[config.mk]
export PLATFORM = sky130hd
export DESIGN_NAME = cross_product
export DESIGN_NICKNAME = d
export VERILOG_FILES = /design/src/rtl/cross_product.sv
export SDC_FILE = /design/constraint.sdc
export NUM_CORES = 1
export LEC_CHECK = 0
export ABC_AREA = 1
export CAP_MARGIN = 15
export CORE_ASPECT_RATIO = 2
export CORE_MARGIN = 2
export CORE_UTILIZATION = 60
export DETAILED_ROUTE_END_ITERATION = 7
export HOLD_SLACK_MARGIN = 0.08
export PLACE_DENSITY = 0.79
export SETUP_SLACK_MARGIN = 0.02
export SYNTH_ARGS = -nofsm -noshare
export SYNTH_HDL_FRONTEND = slang
export SYNTH_SLANG_ARGS = --single-unit
[constraint.sdc]
create_clock -name clk -period 12.7 [get_ports clk]
set_input_delay 2.54 -clock clk [delete_from_list [all_inputs] [get_ports clk]]
set_output_delay 2.54 -clock clk [all_outputs]
set_load 0.02 [all_outputs]
[src/rtl/cross_product.sv]
// Pipelined 3-D cross product over the first three elements of homogeneous vectors.
// Stage 1 registers six signed products; stage 2 registers wrapped differences and overflow flags.
module cross_product #(
  parameter int unsigned WIDTH = 8
) (
  input  logic             clk,
  input  logic             rst,
  input  logic             in_valid,
  input  logic [WIDTH-1:0] a1,
  input  logic [WIDTH-1:0] a2,
  input  logic [WIDTH-1:0] a3,
  input  logic [WIDTH-1:0] a4,
  input  logic [WIDTH-1:0] b1,
  input  logic [WIDTH-1:0] b2,
  input  logic [WIDTH-1:0] b3,
  input  logic [WIDTH-1:0] b4,
  output logic             out_valid,
  output logic [WIDTH-1:0] c1,
  output logic [WIDTH-1:0] c2,
  output logic [WIDTH-1:0] c3,
  output logic [WIDTH-1:0] c4,
  output logic [2:0]       ovf
);

  localparam int unsigned PW = 2 * WIDTH;

  logic [WIDTH-1:0] a [3];
  logic [WIDTH-1:0] b [3];
  logic [PW-1:0]    pos_d [3];
  logic [PW-1:0]    neg_d [3];
  logic [PW-1:0]    pos_q [3];
  logic [PW-1:0]    neg_q [3];
  logic             v1_q;
  logic [PW:0]      diff [3];
  logic [WIDTH-1:0] c_d [3];
  logic [WIDTH-1:0] c_q [3];
  logic [2:0]       ovf_d;
  logic [2:0]       ovf_q;
  logic             out_valid_q;

  // The fourth (homogeneous) element carries no weight in a direction result.
  logic unused_w;
  assign unused_w = ^{a4, b4};

  assign a[0] = a1;
  assign a[1] = a2;
  assign a[2] = a3;
  assign b[0] = b1;
  assign b[1] = b2;
  assign b[2] = b3;

  // Sign-extended operands make the modular product equal the exact signed product.
  function automatic logic [PW-1:0] smul(input logic [WIDTH-1:0] x, input logic [WIDTH-1:0] y);
    logic [PW-1:0] xe;
    logic [PW-1:0] ye;
    xe = {{WIDTH{x[WIDTH-1]}}, x};
    ye = {{WIDTH{y[WIDTH-1]}}, y};
    return xe * ye;
  endfunction

  // ck = a[k+1]*b[k+2] - a[k+2]*b[k+1], indices mod 3.
  always_comb begin
    for (int k = 0; k < 3; k++) begin
      pos_d[k] = smul(a[(k + 1) % 3], b[(k + 2) % 3]);
      neg_d[k] = smul(a[(k + 2) % 3], b[(k + 1) % 3]);
    end
  end

  always_comb begin
    ovf_d = '0;
    for (int k = 0; k < 3; k++) begin
      diff[k]  = {pos_q[k][PW-1], pos_q[k]} - {neg_q[k][PW-1], neg_q[k]};
      c_d[k]   = diff[k][WIDTH-1:0];
      // Fits in WIDTH signed bits only if all bits from the WIDTH sign bit upward agree.
      ovf_d[k] = !((&diff[k][PW:WIDTH-1]) || !(|diff[k][PW:WIDTH-1]));
    end
  end

  always_ff @(posedge clk or posedge rst) begin
    if (rst) begin
      v1_q <= 1'b0;
      for (int k = 0; k < 3; k++) begin
        pos_q[k] <= '0;
        neg_q[k] <= '0;
      end
    end else begin
      v1_q <= in_valid;
      if (in_valid) begin
        for (int k = 0; k < 3; k++) begin
          pos_q[k] <= pos_d[k];
          neg_q[k] <= neg_d[k];
        end
      end
    end
  end

  always_ff @(posedge clk or posedge rst) begin
    if (rst) begin
      out_valid_q <= 1'b0;
      ovf_q       <= '0;
      for (int k = 0; k < 3; k++) begin
        c_q[k] <= '0;
      end
    end else begin
      out_valid_q <= v1_q;
      if (v1_q) begin
        ovf_q <= ovf_d;
        for (int k = 0; k < 3; k++) begin
          c_q[k] <= c_d[k];
        end
      end
    end
  end

  assign out_valid = out_valid_q;
  assign c1        = c_q[0];
  assign c2        = c_q[1];
  assign c3        = c_q[2];
  assign c4        = '0;
  assign ovf       = ovf_q;

endmodule

Yosys cells after proc, flatten, opt, wreduce, memory -nomap -nowiden
Index checks and enable logic that the tools add are counted.

storage, ports and cells
  bits in latches = 0
  output and inout port bits = 36
  memories kept = 0
  input port bits = 67
  bits in writable memories = 0
  flip-flop bits (word level) = 125
  logic and storage cells = 36
  ROM bits = 0

operators by class
  eq/ne operators = 0
  bitwise gates (word level) = 0
  $mul = 6
  reduce and logical (&&, ||, !) cells = 15
  shift-type cells = 0
  divide/modulo/power cells = 0
  mux-type cells = 0
  $lt $le $gt $ge = 0
  add/subtract/negate cells = 3

operators by type and width
  operator            count
  $mul A8 B8 Y16      6
  $sub A16 B16 Y17    3
  $reduce_and A10 Y1  3
  $reduce_or A10 Y1   3
  $logic_not A1 Y1    6
  $logic_or A1 B1 Y1  3

Longest topological paths before layout
  depth after elaboration = 5
  mapped depth = 25

Worst setup path before layout
OpenSTA, ideal clock, no wires.

  path kind = input port to flip-flop
  start point = input b1[2]
  end point = register pos_q[29] in the netlist's numbering
  setup slack = 6.166 ns
  stages on the path = 17
  data required time = 12.567 ns
  arrival time = 6.401 ns
  setup time = 0.133 ns
  cells stage by stage = clkbuf_1 -> clkbuf_1 -> nand2_1 -> fa_1 -> inv_1 -> fa_1 -> fa_1 -> inv_1 -> fa_1 -> inv_1 -> ha_1 -> a21o_1 -> a21oi_1 -> o21ai_0 -> a21oi_1 -> xor2_1 -> o21ai_0

on the way
  longest elaborated chain between the ends = 1

RTL lines
  what                             RTL line  text
  from (decl)                      13        input logic [WIDTH-1:0] b1,
  $mul A8 B8 Y16                   58        return xe * ye;
  to (signal, indexed assignment)  90        pos_q[k] <= pos_d[k];
  to (decl)                        31        logic [PW-1:0] pos_q [3];

No other way between the ends.
A chain may end at the register's enable or synchronous reset.

Worst setup path in the final report
  start point = input b1[2]
  end point = register neg_q[15] in the netlist's numbering

on the way
  longest elaborated chain between the ends = 1

RTL lines
  what                             RTL line  text
  $mul A8 B8 Y16                   58
  to (signal, indexed assignment)  91        neg_q[k] <= neg_d[k];
  to (decl)                        32        logic [PW-1:0] neg_q [3];

No other way between the ends.

==> results.json <==
{
  "drtIter0Drc": 1209,
  "crit_chain": "clkdlybuf4s50_1 > nand2_1 > inv_1 > fa_1 > inv_1 > fa_1 > fa_1 > fa_1 > inv_1 > ha_1 > nand2_1 > nor2_1 > nand3_1 > nand3_1 > nand2_1 > nand2_1 > nand2_1 > nand2_1 > nand3_1 > nand3_1 > nand2_1",
  "start_util_pct": 60.55,
  "clk_latency_ns": 0.45,
  "yosysWarnings": 0,
  "final_max_slew_viol_count": 0,
  "worst-slew-pin-transition_ns": 1.052,
  "drc": 0,
  "worstPathMaxFanout": 16,
  "avgRoutedWirePerCell_um": 14.44,
  "place_congestion": 0.9039,
  "timing.critical_path.mode_cell": "nand2_1",
  "avgSynthCellArea_um2": 7.121,
  "path_class": "in -> reg",
  "grt-ovfl-total": 0,
  "cpMaxStageDelayCell": "clkdlybuf4s50_1",
  "r2r-end": "ovf[1]",
  "regArea_mm2": 0.003128,
  "synth_top_cell_by_area": "fa_1",
  "synth_area_mm2": 0.02372,
  "synthMostInstantiatedCell": "inv_1",
  "postCtsHoldBufs": 0,
  "io_buffers": 78,
  "netlist_instances": 3331,
  "globalRouteMet3Util_pct": 3.594,
  "cp_data_required_time_ns": 13.03,
  "status": "complete, no violations",
  "hpwl_um": 45580,
  "async_reset_ff_share_pct": 100.0,
  "fin_nets": 3950,
  "grt_usage_pct": 29.06,
  "num-fill-cells": 3507,
  "chipHeight_um": 285.2,
  "drive_gt1_share_pct": 2.514,
  "yosys-top-cells-area": "fa_1 (28%), inv_1 (15%), nand2_1 (14%)",
  "hold_viol_final": 0,
  "grt_start_max_net_pins": 76,
  "core-area_mm2": 0.03918,
  "dp_cells": 3834,
  "rows": 103,
  "viasPerCell": 5.106,
  "grt_pass1_vias": 20030,
  "synthFlopType": "dfrtp_1",
  "worstPathArrival_ns": 7.74,
  "die_area_mm2": 0.04124,
  "finalSetupViolCount": 0,
  "grt_setup_unrepaired": "no",
  "fp.dieW_um": 144.6,
  "min-delay-path-class": "reg -> reg",
  "fin_crit_sh_pct": 58.30,
  "grt_busiest_layer": "met2",
  "rr_startpoint": "neg_q[16]",
  "crit_start": "b1[2]",
  "yosys.area.top_type_share_pct": 28.10,
  "ys_seq_area_share_pct": 13.19,
  "ys_top_cells_by_count": "inv_1 (945), nand2_1 (896), fa_1 (333)",
  "whs_path_depth": 2,
  "area_growth_pct": 7.111,
  "cpPeakStageDelay_ns": 0.96,
  "vias": 19750,
  "synth.distinct_cells": 37,
  "cts.htree.levels": 4,
  "max_cap_viol_count": 0,
  "drtPass1Iterations": 6,
  "p_leak_nw": 15.33,
  "fin_cells": 3867,
  "finalClockSkew_ns": 0.009875,
  "antenna_found_initial": 1,
  "met1_usage_pct": 36.91,
  "min_to": "c1[6]",
  "multi_input_area_mm2": 0.01658,
  "end_kind": "register",
  "period_needed_ns": 7.405,
  "hold_start": "c1[6]",
  "root_buffer": "clkbuf_16",
  "dpl_cell_area_mm2": 0.02479,
  "ff2ff_setup_slack_ns": 10.19,
  "ys_ff_latch": 125,
  "worstRegToRegCells": 16,
  "cts.reportedPaths.clkPinSlew_ns": 0.07,
  "ir_worst_vdd_mv": 0.1589,
  "clockBufferDepth": 2,
  "ant_nets": 0,
  "max_freq_ghz": 0.1351,
  "post-route-cell-area_mm2": 0.02541,
  "crit_path_start_kind": "primary input",
  "ctsResizeCount": 0,
  "powerDensity_mw_per_mm2": 219.8,
  "ioPinCount": 103,
  "synth_edf_count": 0,
  "clkSinkCount": 125,
  "timing.setup.tns_ns": 0,
  "cts_inserted_buffers": 17,
  "use_met2_pct": 48.77,
  "hold_ws_ns": 0.4803,
  "postCtsSetupBuffers": 0,
  "grt_pass1_wl_um": 94740,
  "tritoncts": "built",
  "wirelength_um": 55850,
  "slew_headroom_pct": 29.65
}
==> worst max path at each step <==
stage,slack (ns),depth (start not counted),endpoint
finish,5.30,21,neg_q[15]
CTS,5.37,21,neg_q[15]
global route,5.06,22,neg_q[15]
detailed placement,4.91,21,neg_q[15]
floorplan,6.17,17,pos_q[29]
global placement,5.06,18,neg_q[28]
==> cell type report <==
type	instances	share of cell area [%]
Tap cell	525	2.585
Clock inverter	15	0.7633
Multi-Input combinational cell	2146	65.27
Sequential cell	125	12.31
Clock buffer	17	1.674
Antenna cell	1	0.009849
Inverter	951	14.07
Timing Repair Buffer	87	3.319
==> per-stage QoR <==
step                setup WS, ns  power (mW)  util [%]
finish                     5.295       5.584     64.85
global route               5.059       6.307     64.85
CTS                        5.369       5.587     64.84
detailed placement         4.912       5.030     63.26
global placement           5.059       4.901     63.26
floorplan                  6.166       3.995         -
==> worst max-delay path: cells and delay by family <==
kind | cells | cell delay (ns)
adders and majority gates | 5 | 2.52
buffers and inverters | 4 | 1.27
and+or+nand+nor | 12 | 1.40
==> logic make-up (layout without fill, tap and decap cells) <==
| logic type | count (synthesis) | count (layout) | share of synthesized area, % |
|---|---|---|---|
| and+or+nand+nor | 1258 | 1258 | 21.49 |
| AOI/OAI and AO/OA | 247 | 247 | 5.591 |
| adders and majority gates | 555 | 555 | 39.81 |
| xor gates and xnor gates | 78 | 78 | 2.880 |
| buffers and inverters | 1067 | 1070 | 17.02 |
| other | 1 | 9 | 0.01581 |
| DFF | 125 | 125 | 13.19 |
==> report_power, final <==
group / total (mW) / switching (mW) / internal, mW
combinational: 4.41 / 2.75 / 1.65
sequential: 0.651 / 0.0832 / 0.567
clock: 0.528 / 0.227 / 0.301
total: 5.58 / 3.06 / 2.52
==> layout by cell type (no fill, tap or decap), types with 12 or more instances in the layout <==
cell type        count
clkdlybuf4s50_1     77
nor2_1             155
a31oi_1             15
nand3_1            129
a21o_1              12
o21ai_0            126
dfrtp_1            125
nand2_1            896
or2_2               15
fa_1               333
clkbuf_16           17
inv_1              944
a21oi_1             77
nand4_1             22
ha_1               222
xor2_1              33
nand2_2             12
xnor2_1             45
==> routing by layer <==
metal	up-vias	wire length (um)
met5	-	0
met4	0	3068
met3	118	3012
met2	566	27110
met1	9378	22650
li1	9683	-
==> sequential cells by signal (all words and copies together) (netlist names) <==
| name | flops |
|---|---|
| c1 | 8 |
| c2 | 8 |
| c3 | 8 |
| neg_q | 48 |
| out_valid | 1 |
| ovf | 3 |
| pos_q | 48 |
| v1_q | 1 |
No activity file was read; power rests on OpenSTA's default activity.
